### config.mk
export PLATFORM = sky130hd
export DESIGN_NAME = uart_core
export DESIGN_NICKNAME = d
export VERILOG_FILES = /design/src/rtl/uart_pkg.sv /design/src/rtl/uart_sync_fifo.sv /design/src/rtl/uart_core.sv
export SDC_FILE = /design/constraint.sdc
export NUM_CORES = 1
export LEC_CHECK = 0
export ABC_AREA = 0
export CAP_MARGIN = 20
export CORE_MARGIN = 2
export CORE_UTILIZATION = 40
export DETAILED_ROUTE_END_ITERATION = 8
export GPL_TIMING_DRIVEN = 0
export PLACE_DENSITY = 0.53
export SYNTH_ARGS = -nofsm -noshare
export SYNTH_HDL_FRONTEND = slang
export SYNTH_SLANG_ARGS = --single-unit
### constraint.sdc
create_clock -name clk -period 3.05 [get_ports clk]
set_input_delay 0.61 -clock clk [delete_from_list [all_inputs] [get_ports clk]]
set_output_delay 0.61 -clock clk [all_outputs]
set_load 0.01 [all_outputs]
### src/rtl/uart_pkg.sv
// Shared UART definitions: TX/RX state encodings and the bit-period floor.
// The PARITY states and parity helper exist only when UART_PARITY_EN is defined.
package uart_pkg;

    localparam int MIN_CLOCKS_PER_PULSE = 4;

`ifdef UART_PARITY_EN
    typedef enum logic [2:0] {TX_IDLE, TX_START, TX_DATA, TX_PARITY, TX_STOP} txState_t;
    typedef enum logic [2:0] {RX_IDLE, RX_START, RX_DATA, RX_PARITY, RX_STOP} rxState_t;

    function automatic logic evenParity(input logic [8:0] word);
        return ^word;
    endfunction
`else
    typedef enum logic [2:0] {TX_IDLE, TX_START, TX_DATA, TX_STOP} txState_t;
    typedef enum logic [2:0] {RX_IDLE, RX_START, RX_DATA, RX_STOP} rxState_t;
`endif

endpackage

### src/rtl/uart_sync_fifo.sv
// Synchronous FIFO with an extra pointer bit to tell full from empty.
// A push into a full FIFO is taken only when a pop frees a slot in the same cycle.
module uart_sync_fifo #(
    parameter int WIDTH = 8,
    parameter int DEPTH = 16
) (
    input  logic             clk,
    input  logic             rstn,
    input  logic             i_push,
    input  logic [WIDTH-1:0] i_data,
    input  logic             i_pop,
    output logic [WIDTH-1:0] o_data,
    output logic             o_full,
    output logic             o_empty
);

    localparam int AW = $clog2(DEPTH);

    logic [WIDTH-1:0] r_mem [DEPTH];
    logic [AW:0]      r_wrPtr;
    logic [AW:0]      r_rdPtr;
    logic             w_doPush;
    logic             w_doPop;

    assign o_empty  = (r_wrPtr == r_rdPtr);
    assign o_full   = (r_wrPtr[AW] != r_rdPtr[AW]) && (r_wrPtr[AW-1:0] == r_rdPtr[AW-1:0]);
    assign w_doPop  = i_pop && !o_empty;
    assign w_doPush = i_push && (!o_full || w_doPop);
    assign o_data   = r_mem[r_rdPtr[AW-1:0]];

    always_ff @(posedge clk or negedge rstn) begin
        if (!rstn) begin
            r_wrPtr <= '0;
            r_rdPtr <= '0;
            for (int i = 0; i < DEPTH; i++) begin
                r_mem[i] <= '0;
            end
        end else begin
            if (w_doPush) begin
                r_mem[r_wrPtr[AW-1:0]] <= i_data;
                r_wrPtr <= r_wrPtr + (AW+1)'(1);
            end
            if (w_doPop) begin
                r_rdPtr <= r_rdPtr + (AW+1)'(1);
            end
        end
    end

endmodule

### src/rtl/uart_core.sv
// FIFO-buffered UART: transmitter plus mid-bit-sampling receiver.
// Define UART_PARITY_EN to add an even-parity bit on TX and a parity check on RX.
module uart_core
    import uart_pkg::*;
#(
    parameter int CLOCKS_PER_PULSE = 5208,
    parameter int DATA_BITS        = 8,
    parameter int FIFO_DEPTH       = 16
) (
    input  logic                 clk,
    input  logic                 rstn,
    input  logic [DATA_BITS-1:0] tx_data,
    input  logic                 tx_valid,
    output logic                 tx_ready,
    output logic                 tx,
    output logic                 tx_busy,
    input  logic                 rx,
    output logic [DATA_BITS-1:0] rx_data,
    output logic                 rx_valid,
    input  logic                 rx_ready,
    output logic                 rx_frame_err,
    output logic                 rx_parity_err,
    output logic                 rx_overrun
);

    localparam int CPP   = (CLOCKS_PER_PULSE < MIN_CLOCKS_PER_PULSE) ? MIN_CLOCKS_PER_PULSE : CLOCKS_PER_PULSE;
    localparam int CNT_W = $clog2(CPP);
    localparam int BIT_W = $clog2(DATA_BITS);
    localparam logic [CNT_W-1:0] CNT_LAST = CNT_W'(CPP - 1);
    localparam logic [CNT_W-1:0] CNT_HALF = CNT_W'(CPP / 2 - 1);
    localparam logic [BIT_W-1:0] BIT_LAST = BIT_W'(DATA_BITS - 1);

    logic                 r_outOfReset;
    logic                 w_txFull;
    logic                 w_txEmpty;
    logic                 w_txPop;
    logic [DATA_BITS-1:0] w_txHead;
    txState_t             r_txState;
    logic [CNT_W-1:0]     r_txCnt;
    logic [BIT_W-1:0]     r_txBit;
    logic [DATA_BITS-1:0] r_txShift;
    logic                 r_tx;

    logic                 r_rxMeta;
    logic                 r_rxSync;
    logic                 r_rxPrev;
    rxState_t             r_rxState;
    logic [CNT_W-1:0]     r_rxCnt;
    logic [BIT_W-1:0]     r_rxBit;
    logic [DATA_BITS-1:0] r_rxShift;
    logic                 r_frameErr;
    logic                 r_overrun;
    logic                 w_rxFull;
    logic                 w_rxEmpty;
    logic                 w_stopSample;
    logic                 w_rxPush;
`ifdef UART_PARITY_EN
    logic                 r_txParity;
    logic                 r_parBad;
    logic                 r_parityErr;
`endif

    assign tx_ready = r_outOfReset && !w_txFull;
    assign tx_busy  = !w_txEmpty || (r_txState != TX_IDLE);
    assign tx       = r_tx;
    assign w_txPop  = (r_txState == TX_IDLE) && !w_txEmpty;

    assign w_stopSample = (r_rxState == RX_STOP) && (r_rxCnt == CNT_LAST);
`ifdef UART_PARITY_EN
    assign w_rxPush      = w_stopSample && r_rxSync && !r_parBad;
    assign rx_parity_err = r_parityErr;
`else
    assign w_rxPush      = w_stopSample && r_rxSync;
    assign rx_parity_err = 1'b0;
`endif
    assign rx_valid     = !w_rxEmpty;
    assign rx_frame_err = r_frameErr;
    assign rx_overrun   = r_overrun;

    uart_sync_fifo #(.WIDTH(DATA_BITS), .DEPTH(FIFO_DEPTH)) u_txFifo (
        .clk(clk), .rstn(rstn),
        .i_push(tx_valid && tx_ready), .i_data(tx_data), .i_pop(w_txPop),
        .o_data(w_txHead), .o_full(w_txFull), .o_empty(w_txEmpty)
    );

    uart_sync_fifo #(.WIDTH(DATA_BITS), .DEPTH(FIFO_DEPTH)) u_rxFifo (
        .clk(clk), .rstn(rstn),
        .i_push(w_rxPush), .i_data(r_rxShift), .i_pop(rx_ready),
        .o_data(rx_data), .o_full(w_rxFull), .o_empty(w_rxEmpty)
    );

    // Holds tx_ready low until the first clock after reset releases.
    always_ff @(posedge clk or negedge rstn) begin
        if (!rstn) begin
            r_outOfReset <= 1'b0;
        end else begin
            r_outOfReset <= 1'b1;
        end
    end

    // tx is registered one cycle behind the state, so IDLE itself keeps the line high.
    always_ff @(posedge clk or negedge rstn) begin
        if (!rstn) begin
            r_txState <= TX_IDLE;
            r_txCnt   <= '0;
            r_txBit   <= '0;
            r_txShift <= '0;
            r_tx      <= 1'b1;
`ifdef UART_PARITY_EN
            r_txParity <= 1'b0;
`endif
        end else begin
            case (r_txState)
                TX_IDLE: begin
                    r_tx    <= 1'b1;
                    r_txCnt <= '0;
                    r_txBit <= '0;
                    if (!w_txEmpty) begin
                        r_txShift <= w_txHead;
`ifdef UART_PARITY_EN
                        r_txParity <= evenParity(9'(w_txHead));
`endif
                        r_txState <= TX_START;
                    end
                end
                TX_START: begin
                    r_tx <= 1'b0;
                    if (r_txCnt == CNT_LAST) begin
                        r_txCnt   <= '0;
                        r_txState <= TX_DATA;
                    end else begin
                        r_txCnt <= r_txCnt + 1'b1;
                    end
                end
                TX_DATA: begin
                    r_tx <= r_txShift[0];
                    if (r_txCnt == CNT_LAST) begin
                        r_txCnt   <= '0;
                        r_txShift <= r_txShift >> 1;
                        if (r_txBit == BIT_LAST) begin
                            r_txBit <= '0;
`ifdef UART_PARITY_EN
                            r_txState <= TX_PARITY;
`else
                            r_txState <= TX_STOP;
`endif
                        end else begin
                            r_txBit <= r_txBit + 1'b1;
                        end
                    end else begin
                        r_txCnt <= r_txCnt + 1'b1;
                    end
                end
`ifdef UART_PARITY_EN
                TX_PARITY: begin
                    r_tx <= r_txParity;
                    if (r_txCnt == CNT_LAST) begin
                        r_txCnt   <= '0;
                        r_txState <= TX_STOP;
                    end else begin
                        r_txCnt <= r_txCnt + 1'b1;
                    end
                end
`endif
                TX_STOP: begin
                    r_tx <= 1'b1;
                    if (r_txCnt == CNT_LAST) begin
                        r_txCnt   <= '0;
                        r_txState <= TX_IDLE;
                    end else begin
                        r_txCnt <= r_txCnt + 1'b1;
                    end
                end
                default: r_txState <= TX_IDLE;
            endcase
        end
    end

    always_ff @(posedge clk or negedge rstn) begin
        if (!rstn) begin
            r_rxMeta <= 1'b1;
            r_rxSync <= 1'b1;
            r_rxPrev <= 1'b1;
        end else begin
            r_rxMeta <= rx;
            r_rxSync <= r_rxMeta;
            r_rxPrev <= r_rxSync;
        end
    end

    // Start bit is checked at its midpoint; later bits are sampled one full period apart.
    always_ff @(posedge clk or negedge rstn) begin
        if (!rstn) begin
            r_rxState  <= RX_IDLE;
            r_rxCnt    <= '0;
            r_rxBit    <= '0;
            r_rxShift  <= '0;
            r_frameErr <= 1'b0;
            r_overrun  <= 1'b0;
`ifdef UART_PARITY_EN
            r_parBad    <= 1'b0;
            r_parityErr <= 1'b0;
`endif
        end else begin
            r_frameErr <= 1'b0;
            r_overrun  <= 1'b0;
`ifdef UART_PARITY_EN
            r_parityErr <= 1'b0;
`endif
            case (r_rxState)
                RX_IDLE: begin
                    r_rxCnt <= '0;
                    r_rxBit <= '0;
                    if (r_rxPrev && !r_rxSync) begin
                        r_rxState <= RX_START;
                    end
                end
                RX_START: begin
                    if (r_rxCnt == CNT_HALF) begin
                        r_rxCnt   <= '0;
                        r_rxState <= r_rxSync ? RX_IDLE : RX_DATA;
                    end else begin
                        r_rxCnt <= r_rxCnt + 1'b1;
                    end
                end
                RX_DATA: begin
                    if (r_rxCnt == CNT_LAST) begin
                        r_rxCnt   <= '0;
                        r_rxShift <= {r_rxSync, r_rxShift[DATA_BITS-1:1]};
                        if (r_rxBit == BIT_LAST) begin
                            r_rxBit <= '0;
`ifdef UART_PARITY_EN
                            r_rxState <= RX_PARITY;
`else
                            r_rxState <= RX_STOP;
`endif
                        end else begin
                            r_rxBit <= r_rxBit + 1'b1;
                        end
                    end else begin
                        r_rxCnt <= r_rxCnt + 1'b1;
                    end
                end
`ifdef UART_PARITY_EN
                RX_PARITY: begin
                    if (r_rxCnt == CNT_LAST) begin
                        r_rxCnt   <= '0;
                        r_parBad  <= (evenParity(9'(r_rxShift)) != r_rxSync);
                        r_rxState <= RX_STOP;
                    end else begin
                        r_rxCnt <= r_rxCnt + 1'b1;
                    end
                end
`endif
                RX_STOP: begin
                    if (r_rxCnt == CNT_LAST) begin
                        r_rxCnt   <= '0;
                        r_rxState <= RX_IDLE;
                        if (!r_rxSync) begin
                            r_frameErr <= 1'b1;
                        end
`ifdef UART_PARITY_EN
                        else if (r_parBad) begin
                            r_parityErr <= 1'b1;
                        end
`endif
                        else if (w_rxFull && !rx_ready) begin
                            r_overrun <= 1'b1;
                        end
`ifdef UART_PARITY_EN
                        r_parBad <= 1'b0;
`endif
                    end else begin
                        r_rxCnt <= r_rxCnt + 1'b1;
                    end
                end
                default: r_rxState <= RX_IDLE;
            endcase
        end
    end

endmodule

**After elaboration in Yosys (flattened, before gate mapping)**

Cells that the tools add are included.

- ROM bits: 0
- Input port bits: 13
- Flip-flop bits (word level): 337
- Bits in writable memories: 0
- Bits in latches: 0
- Memories: 0
- Word-level logic and storage cells: 184

- Multiplexer cells: 47
- Shift-type cells: 0
- Bitwise operators: 4
- Reduce and logical (&&, ||, !) cells: 41
- $add $sub $neg: 8
- Div/mod/pow operators: 0
- Magnitude comparators: 6
- Equality and inequality tests: 27
- $mul: 0

Operators by type and width:

| cell | count |
|---|---|
| 128-bit bitwise mux | 2 |
| 8-bit binary-select mux with 4-bit select | 2 |
| 8-bit demux with 4-bit select | 2 |
| 8-bit 2-to-1 mux | 8 |
| 3-bit 2-to-1 mux | 14 |
| 13-bit 2-to-1 mux | 3 |
| 13-bit case mux with 3 select lines | 1 |
| 13-bit by 1-bit adder with 13-bit output, second input constant | 2 |
| 13-bit == test, second input constant | 2 |
| 13-bit case mux with 2 select lines | 1 |
| 3-bit case mux with 4 select lines | 2 |
| 5-bit by 1-bit adder with 5-bit output, second input constant | 4 |
| 5-bit greater-or-equal comparator, second input constant | 4 |
| 4-bit NOT with 5-bit output | 4 |
| 2-bit != test, second input constant | 9 |
| 8-bit case mux with 2 select lines | 1 |
| 1-bit logical AND | 15 |
| 13-bit by 12-bit == test with 1-bit output, second input constant | 1 |
| 3-bit by 2-bit == test with 1-bit output, second input constant | 4 |
| 3-bit case mux with 2 select lines | 2 |
| 5-bit == test | 2 |
| 5-bit by 1-bit < comparator with 1-bit output, second input constant | 2 |
| 5-bit AND reduction | 2 |
| 3-bit nonzero test | 3 |
| other kinds (17) | 41 |

**Logic depth before layout (Yosys ltp)**

Gate-level depths: netlist (run 1).

- Depth in word-level cells: 7
- Depth in mapped cells: 9
- Mapped depth without buffers: 7

**By module**

From an unflattened synthesis (run 1), not the netlist that was laid out.

- Cell total of the unflattened synthesis: 1,145
- Area, all modules: 16,056.6 sq um

By module, submodules not included:

| module | cells each | instances | seq. area each (sq um) | area each (sq um) |
|---|---|---|---|---|
| uart_sync_fifo | 430 | 2 | 3,453.3 | 6,488.7 |
| uart_core | 285 | 1 | 1,481.4 | 3,079.2 |

**Worst setup path after synthesis (run 1)**

No wires, ideal clock.

- Path kind: register to output
- Start point: reg u_rxFifo.r_rdPtr[0]
- End point: out rx_data[5]
- Path slack: 0.462 ns
- Stages on the path, launching flop included: 6
- Required time: 2.440 ns
- Arrival: 1.978 ns
- Cell sequence: dfrtp_1 > buf_2 > buf_1 > mux4_2 > a211oi_1 > a21oi_1

- Word-level cells in the longest chain between the ends: 4

RTL lines:

| what | line | text |
|---|---|---|
| start, declared | uart_sync_fifo.sv:21 | `logic [AW:0] r_rdPtr;` |
| start signal, assigned | uart_sync_fifo.sv:44 | `r_rdPtr <= r_rdPtr + (AW+1)'(1);` |
| 4-bit NOT with 5-bit output (implied by the code) | uart_sync_fifo.sv:29 | `assign o_data = r_mem[r_rdPtr[AW-1:0]];` |
| 8-bit binary-select mux with 4-bit select | uart_sync_fifo.sv:29 |  |
| 8-bit 2-to-1 mux (implied by the code) (2 in series) | uart_sync_fifo.sv:29 |  |
| end, declared | uart_core.sv:18 | `output logic [DATA_BITS-1:0] rx_data,` |

Every way passes these cells. The select of a mux whose other input is x is not followed.

**Worst setup path in the final report (run 1)**

- Start point: reg u_rxFifo.r_rdPtr[0]
- End point: out rx_data[0]

Same word-level chain as after synthesis.

==> results.txt, run 1 <==
clk_skew: 0.0177 ns
outcome: completed
share of cells above drive strength 1: 39.4%
DRC: 0
Tmin final: 3.03 ns
Net Sw Power: 3.77 mW
Max-Slew Margin vs Limit: 38.3%
Sw Share: 27.6%
final count of negative-setup-slack endpoints: 0
FILL cells: 3468
met3 Resource Use GR: 2.55%
Post-DP HPWL: 24200 um
power per cell area: 744 nW/um^2
Post-DRT Antenna Nets: 0
ANT cells: 0
arrival time at the worst endpoint: 2.42 ns
Ys Warns: 0
Top FF cell, synth: dfrtp_1
ys async rst share: 100%
clock power share: 35.2%
Synth cell types: 65
TNS Setup: 0 ns
final core occ: 47.4%
sequential cell fraction of total power: 42.5%
dpl ws: -1.06 ns
Hold Vio Cnt, Final: 0
final setup margin: 0.0169 ns
GRT overflow: 0
clk sinks: 335
Syn Nets: 1164
H-tree levels: 2
CTS root buffer: clkbuf_16
final worst-path cycle share: 99.4%
clock buffer depth: 3
Finished Layout Cells: 1762
Gate power share: 22.3%
register bit total from synthesis: 335
Num CTS Buffers: 40
die area: 40900 um^2
DRT iter0 DRCs: 459
row cnt: 72
worst vdd ir: 0.443 mV
Routed WL per cell: 20.8 um
IO buf count: 26
Die H: 202 um
Syn-to-layout area delta: 16.7%
Die Wd: 202 um
Seq/Total Area, Yosys: 53.3%
mapped cell area: 15700 um^2
Total Routing Usage GR: 18.5%
Critical Path RT: 2.44 ns
P_int: 9.90 mW
Leakage Power: 8.54 nW
EDFF count, synth: 0
met1 Use GR: 26.2%
Avg Inst Size Synth: 13.9 um^2
Cells after DPL: 1678
final wirelength: 36600 um
core area: 38700 um^2
Setup crit start kind: register
first-pass GRT wire length: 58300 um
FMAX: 0.330 GHz
Hold Crit Class: register to register
GR Layer Usage met2: 29.5%
commonest non-fill, non-tap cell in the layout: dfrtp_1
CTS tree: done
nets: 1247
Worst-path clk slew: 0.06 ns
clk_lat worst skew: 0.55 ns
peak-usage layer in the global routing report: met2
largest net degree at the start of global routing: 111
Pre-antenna DRT Iters: 5
final max-slew violation count: 0
Least-Margin Pin Slew: 0.925 ns
RSZ-0062 raised after global routing: yes
Avg Vias per Cell: 5.28
most frequent cells in the layout: dfrtp_1 (329), mux2_2 (263), mux4_2 (49)
Placer Congestion: 0.764
kind of critical path: register to output pin
Post-Syn Instances: 1131
vias in the first global route: 9672
max_cap viols: 0
crit path max fanout: 7
io pins: 28
initial antenna violation count: 0
Starting Density: 40.6%
total number of vias: 9295
Crit. End Element: output pin
==> per-layer routing <==
metal	vias up	routed length, um	share of wire [%]
met1	4841	17300	47
met3	53	1080	2.9
met4	0	841	2.3
li1	4273	-	-
met5	-	0	0
met2	128	17500	48
==> worst max-delay path, stage by stage, from the launching register on <==
cell and delay [ns]:
dfrtp_1 0.40, buf_12 0.16, buf_12 0.11, mux4_2 0.49, nor2b_4 0.14, a211oi_2 0.30, a21oi_1 0.07, buf_2 0.17
==> worst paths after layout <==
path,startpoint,to,slack (ns),cells after the start
worst max-delay path,u_rxFifo.r_rdPtr[0]$_DFFE_PN0P_,rx_data[0],0.02,7
worst min-delay path,r_rxSync$_DFF_PN1_,r_rxPrev$_DFF_PN1_,0.35,0
worst max register to register,u_txFifo.r_rdPtr[0]$_DFFE_PN0P_,r_txShift[5]$_DFFE_PN0P_,0.22,7
worst min register to register,r_rxSync$_DFF_PN1_,r_rxPrev$_DFF_PN1_,0.35,0
max in group asynchronous,rstn,u_txFifo.r_mem[49]$_DFFE_PN0P_,1.59,3
min in group asynchronous,rstn,u_rxFifo.r_mem[56]$_DFFE_PN0P_,0.56,2
==> area by class of cell <==
type                       instances  area [um^2]  share of cell area (%)
tap                              518          648                    3.53
timing repair buffer              46          502                    2.73
multi-input combinational        703         7030                    38.3
sequential                       335         8390                    45.7
buffer                            70          414                    2.25
inverter                          18         67.6                   0.368
clock inverter                    12          143                   0.776
clock buffer                      60         1180                    6.41
==> power by group through the flow <==
| stage | registers (mW) | logic (mW) | clock network (mW) |
|---|---|---|---|
| after global placement | 5.79 | 2.75 | 0 |
| final | 5.81 | 3.05 | 4.81 |
| after floorplan | 5.66 | 1.99 | 0 |
| after global routing | 5.93 | 3.34 | 5.12 |
| after detailed placement | 5.79 | 2.79 | 0 |
| after CTS | 5.82 | 2.95 | 4.95 |
==> logic make-up (layout without fill, tap and decap cells) <==
| family | after synthesis | after routing | share of synthesized area [%] |
|---|---|---|---|
| and+or+nand+nor | 191 | 191 | 7.12 |
| DFF | 335 | 335 | 53.3 |
| other | 2 | 2 | 0.0477 |
| xor gates and xnor gates | 49 | 49 | 2.73 |
| AOI/OAI and AO/OA | 93 | 93 | 4.23 |
| buffers and inverters | 93 | 206 | 2.62 |
| adders and majority gates | 20 | 20 | 1.59 |
| muxes | 348 | 348 | 28.4 |
==> synth_stat cells (all sizes together) (17+ instances only) <==
| cell | count | share of area, % |
|---|---|---|
| clkbuf | 42 | 1.0 |
| nand2 | 33 | 0.79 |
| mux2i | 28 | 1.8 |
| nor2b | 25 | 0.99 |
| inv | 17 | 0.41 |
| buf | 33 | 1.2 |
| dfrtp | 331 | 53 |
| mux2 | 271 | 20 |
| xnor2 | 33 | 1.8 |
| nand3 | 20 | 1.1 |
| nor2 | 47 | 1.2 |
| ha | 20 | 1.6 |
| a21oi | 24 | 0.76 |
| and3 | 28 | 1.1 |
| mux4 | 49 | 7.0 |
==> sequential cells by signal, indices dropped and copies added (netlist names), 2 cells and up <==
register	cells
r_rxShift	8
u_txFifo.r_wrPtr	5
r_rxState	2
r_rxBit	3
u_txFifo.r_rdPtr	5
u_rxFifo.r_mem	128
r_txCnt	13
u_txFifo.r_mem	128
u_rxFifo.r_rdPtr	5
r_txShift	8
u_rxFifo.r_wrPtr	5
r_rxCnt	13
r_txState	2
r_txBit	3
==> what timing repair did <==
action,in CTS,in global routing
buffers inserted,10,4
hold endpoints to repair,37,0
hold buffers,1,0
pin swaps,9,7
setup endpoints to repair,13,9
resized for setup,80,9
gates cloned,0,2
==> stage by stage <==
stage / hold WS, ns / power [mW] / cell area, um^2
after detailed placement: 0.347 / 8.59 / 16700
after global routing: 0.353 / 14.4 / 18400
after CTS: 0.352 / 13.7 / 18300
after global placement: 0.346 / 8.54 / 16600
final: 0.351 / 13.7 / 18400
after floorplan: 0.314 / 7.64 / 15700
No activity file was read; power rests on OpenSTA's default activity.
==> run 2: changes to the inputs <==
--- a/config.mk
+++ b/config.mk
@@ -9,6 +9,7 @@
 export CAP_MARGIN = 20
 export CORE_MARGIN = 2
 export CORE_UTILIZATION = 40
+export CTS_CLUSTER_SIZE = 14
 export DETAILED_ROUTE_END_ITERATION = 8
 export GPL_TIMING_DRIVEN = 0
 export PLACE_DENSITY = 0.53
==> run 2 against run 1 <==
  * Design area unchanged
  * Clock skew grew 0.0011 ns
  * Via count about the same
  * Critical endpoint unchanged
  * Critical path depth is the same
  * Register-to-register slack got worse by 0.04 ns
  * Final cell count did not move
  * Count of clock-buffer cells in the layout unchanged
  * Global-route usage unchanged
  * Worst hold slack barely moved
  * Sequential share of layout area unchanged
==> results.txt, run 2 (same netlist as run 1, synthesis figures left out) <==
vias in the first global route: 9672
crit path max fanout: 7
IO buf count: 26
Gate power share: 22.3%
Crit. End Element: output pin
CTS tree: done
Syn-to-layout area delta: 16.7%
Routed WL per cell: 20.8 um
clock buffer depth: 3
met2 wire length: 17500 um
Highest Signal Layer: met4
Die Wd: 202 um
Post-DP HPWL: 24200 um
clk sinks: 335
Routed met1 length: 17300 um
CTS root buffer: clkbuf_16
initial antenna violation count: 0
Post-DRT Antenna Nets: 0
FMAX: 0.330 GHz
largest net degree at the start of global routing: 111
Die H: 202 um
Tmin final: 3.03 ns
Hold Crit Endpoint: r_rxPrev$_DFF_PN1_
Cells after DPL: 1678
Sw Share: 27.6%
arrival time at the worst endpoint: 2.42 ns
P_int: 9.90 mW
Placer Congestion: 0.764
Setup crit start kind: register
Net Sw Power: 3.78 mW
Hold Vio Cnt, Final: 0
Least-Margin Pin Slew: 0.939 ns
power per cell area: 745 nW/um^2
outcome: completed
total number of vias: 9289
GRT overflow: 0
clk_skew: 0.0187 ns
share of cells above drive strength 1: 39.4%
final worst-path cycle share: 99.4%
worst hold start: r_rxSync$_DFF_PN1_
final count of negative-setup-slack endpoints: 0
core area: 38700 um^2
largest registers: u_rxFifo.r_mem x128, u_txFifo.r_mem x128
commonest non-fill, non-tap cell in the layout: dfrtp_1
Finished Layout Cells: 1762
Pre-antenna DRT Iters: 4
Tot Pwr: 13.7 mW
RSZ-0062 raised after global routing: yes
worst vdd ir: 0.443 mV
H-tree levels: 2
Avg Vias per Cell: 5.27
Num CTS Buffers: 40
row cnt: 72
DRT iter0 DRCs: 447
FILL cells: 3468
sequential cell fraction of total power: 42.5%
TNS Setup: 0 ns
max_cap viols: 0
FF-to-FF setup slack: 0.18 ns
final max-slew violation count: 0
nets: 1247
final wirelength: 36600 um
die area: 40900 um^2
Worst-path clk slew: 0.06 ns
most frequent cells in the layout: dfrtp_1 (329), mux2_2 (263), mux4_2 (49)
Starting Density: 40.6%
Total Routing Usage GR: 18.5%
Reg2Reg Launch Point: u_txFifo.r_rdPtr[0]$_DFFE_PN0P_
DRC: 0
Critical Path RT: 2.44 ns
first-pass GRT wire length: 58300 um
worst hold stages: 0
kind of critical path: register to output pin
met3 wire length: 1030 um
ANT cells: 0
clock power share: 35.2%
Max-Slew Margin vs Limit: 37.4%
io pins: 28
WHS: 0.351 ns
r2r worst-path depth: 6
Leakage Power: 8.54 nW
clk_lat worst skew: 0.56 ns
Hold Crit Class: register to register
worst reg2reg path endpoint: r_txShift[0]$_DFFE_PN0P_
## run 2: metal layers
layer	GRT usage, %	up-vias
met4	5.58	0
met1	26.2	4840
li1	-	4267
met2	29.5	127
met5	0	-
met3	2.55	55
## run 2: critical path: stages (launching register included)
cell      delay, ns
dfrtp_1        0.40
buf_12         0.16
buf_12         0.12
mux4_2         0.49
nor2b_4        0.14
a211oi_2       0.30
a21oi_1        0.07
buf_2          0.17
## run 2: final cells by class
type,instances,area [um^2],area share (%)
clock inverters,12,143,0.776
repair buffers,46,502,2.73
well taps,518,648,3.53
inverters,18,67.6,0.368
clock buffers,60,1180,6.41
multi-input cells,703,7030,38.3
plain buffers,70,414,2.25
flip-flops and latches,335,8390,45.7
## run 2: worst max-delay path by stage
stage | startpoint | end | slack, ns | cells after the start
finish | u_rxFifo.r_rdPtr[0]$_DFFE_PN0P_ | rx_data[0] | 0.02 | 7
global route | u_rxFifo.r_rdPtr[0]$_DFFE_PN0P_ | rx_data[1] | -0.06 | 8
CTS | u_rxFifo.r_rdPtr[0]$_DFFE_PN0P_ | rx_data[6] | -0.02 | 7
detailed placement | u_rxFifo.r_rdPtr[2]$_DFFE_PN0P_ | rx_data[6] | -1.06 | 6
global placement | rstn | r_rxCnt[10]$_DFFE_PN0P_ | -14.07 | 1
floorplan | u_rxFifo.r_rdPtr[0]$_DFFE_PN0P_ | rx_data[5] | 0.46 | 5
## run 2: timing repair
item / 4_1_cts / 5_1_grt
pin swaps: 9 / 7
resized for setup: 80 / 9
buffers inserted: 10 / 4
hold buffers: 1 / 0
hold endpoints to repair: 37 / 0
gates cloned: 0 / 2
endpoints found under the setup margin: 13 / 9
## run 2: stage by stage
stage,setup slack (ns),utilization [%],instance area [um^2]
3_3_place_gp,-14.07,43.0,16600
2_1_floorplan,0.462,-,15700
6_report,0.0184,47.4,18400
5_1_grt,-0.0603,47.4,18400
3_5_place_dp,-1.06,43.2,16700
4_1_cts,-0.0219,47.1,18300
## run 2: power by group through the flow
stage                     sequential (mW)  combinational [mW]  clock, mW
after floorplan                      5.66                1.99          0
after global placement               5.79                2.75          0
after detailed placement             5.79                2.79          0
after CTS                            5.82                2.95       4.95
after global routing                 5.93                3.34       5.12
final                                5.81                3.06       4.81
==> run 3: changes to the inputs <==
--- a/config.mk
+++ b/config.mk
@@ -7,7 +7,6 @@
 export LEC_CHECK = 0
 export ABC_AREA = 0
 export CAP_MARGIN = 20
-export CORE_MARGIN = 2
 export CORE_UTILIZATION = 40
 export CTS_CLUSTER_SIZE = 14
 export DETAILED_ROUTE_END_ITERATION = 8
==> run 3 against run 2 <==
  * Sequential power about the same
  * Critical path type unchanged
  * Wire length fell by 0.38%
  * Core utilization is 0.20 points lower
  * Largest cell class unchanged
  * Maximum frequency rose by 1.2%
  * Design area down 0.42%
  * Global-route usage up 0.50 points
  * Count of clock-buffer cells in the layout shrank 3
  * Sequential share of layout area up 0.24 points
  * Sequential cell count stayed put
  * Worst setup slack improved by 0.037 ns
==> results.txt, run 3 (same netlist as run 1, synthesis figures left out) <==
Hold Crit Endpoint: r_rxSync$_DFF_PN1_
GRT overflow: 0
clk_skew: 0.0200 ns
IO buf count: 26
Hold Crit Class: register to register
Hold Vio Cnt, Final: 0
FILL cells: 3459
final count of negative-setup-slack endpoints: 0
worst vdd ir: 0.407 mV
clk sinks: 335
final setup margin: 0.0556 ns
Total Routing Usage GR: 19.0%
Die H: 200 um
core area: 38700 um^2
worst hold start: r_rxMeta$_DFF_PN1_
kind of critical path: register to output pin
Least-Margin Pin Slew: 0.995 ns
row cnt: 72
worst hold stages: 0
largest net degree at the start of global routing: 115
H-tree levels: 2
Worst setup startpoint: u_rxFifo.r_rdPtr[0]$_DFFE_PN0P_
Placement Cell Area: 16700 um^2
Placer Congestion: 0.753
Avg Vias per Cell: 5.30
Pre-antenna DRT Iters: 4
Reg2Reg Launch Point: r_rxCnt[4]$_DFFE_PN0P_
worst reg2reg path endpoint: u_rxFifo.r_mem[59]$_DFFE_PN0P_
DRT iter0 DRCs: 500
crit path max fanout: 6
r2r worst-path depth: 5
nets: 1242
power per cell area: 736 nW/um^2
die area: 40100 um^2
TNS Setup: 0 ns
Num CTS Buffers: 37
ANT cells: 0
Crit. End Element: output pin
met2 wire length: 17600 um
Starting Density: 40.6%
commonest non-fill, non-tap cell in the layout: dfrtp_1
Tmin final: 2.99 ns
io pins: 28
FF-to-FF setup slack: 0.25 ns
vias in the first global route: 9909
final max-slew violation count: 0
CTS root buffer: clkbuf_16
Routed met1 length: 17200 um
Syn-to-layout area delta: 16.3%
met3 wire length: 954 um
most frequent cells in the layout: dfrtp_1 (324), mux2_2 (263), mux4_2 (49)
Die Wd: 200 um
Routed WL per cell: 20.8 um
FMAX: 0.334 GHz
final wirelength: 36500 um
first-pass GRT wire length: 59200 um
WHS: 0.354 ns
DRC: 0
Setup crit start kind: register
outcome: completed
max_cap viols: 0
Post-DP HPWL: 24000 um
dpl ws: -1.13 ns
Post-DRT Antenna Nets: 0
clock buffer depth: 3
Critical Path RT: 2.44 ns
Max-Slew Margin vs Limit: 33.7%
clk_lat worst skew: 0.55 ns
Tot Pwr: 13.5 mW
initial antenna violation count: 0
CTS tree: done
RSZ-0062 raised after global routing: yes
largest registers: u_rxFifo.r_mem x128, u_txFifo.r_mem x128
fin area: 18300 um^2
Worst-path clk slew: 0.06 ns
Leakage Power: 8.50 nW
final worst-path cycle share: 98.2%
share of cells above drive strength 1: 39.6%
total number of vias: 9310
Highest Signal Layer: met4
arrival time at the worst endpoint: 2.38 ns
==> run 3: how the worst max path moves through the flow <==
stage,end
after floorplan,rx_data[5]
after global placement,u_txFifo.r_mem[126]$_DFFE_PN0P_
after detailed placement,rx_data[6]
after CTS,rx_data[5]
after global routing,rx_data[1]
final,rx_data[1]
==> run 3: per-layer routing <==
layer / vias to the layer above / global-route usage (%)
met5: - / 0
met4: 0 / 5.70
met3: 45 / 3.06
met2: 100 / 30.6
met1: 4886 / 26.3
li1: 4279 / -
==> run 3: repair_timing <==
| item | 4_1_cts | 5_1_grt |
|---|---|---|
| endpoints found under the hold margin | 15 | 0 |
| resized for setup | 81 | 10 |
| buffers inserted | 13 | 2 |
| setup endpoints to repair | 12 | 8 |
| pin swaps | 9 | 2 |
| gates cloned | 1 | 0 |
| hold buffers | 1 | 0 |
==> run 3: worst max-delay path, cell delays in order, from the launching register on <==
cell       delay (ns)
dfrtp_1          0.39
buf_12           0.15
bufbuf_16        0.27
mux4_2           0.54
a211oi_4         0.25
a21oi_1          0.08
buf_2            0.16
==> run 3: stage by stage <==
stage                     utilization, %  cells
final                               47.2   1755
after global routing                47.2   1755
after CTS                           47.1   1753
after detailed placement            43.2   1678
after global placement              43.0   1675
after floorplan                        -   1131
==> run 3: report_power, final <==
group / internal, mW / leakage [nW] / switching [mW]
clock network: 2.79 / 0.620 / 1.82
logic: 1.69 / 3.41 / 1.34
registers: 5.29 / 4.47 / 0.535
==> run 3: final cells by class <==
| class | instances | area, um^2 | area share (%) |
|---|---|---|---|
| well taps | 518 | 648 | 3.54 |
| clock inverters | 10 | 129 | 0.704 |
| multi-input cells | 703 | 7020 | 38.4 |
| plain buffers | 68 | 409 | 2.24 |
| inverters | 18 | 67.6 | 0.369 |
| flip-flops and latches | 335 | 8400 | 45.9 |
| clock buffers | 57 | 1120 | 6.14 |
| repair buffers | 46 | 495 | 2.71 |
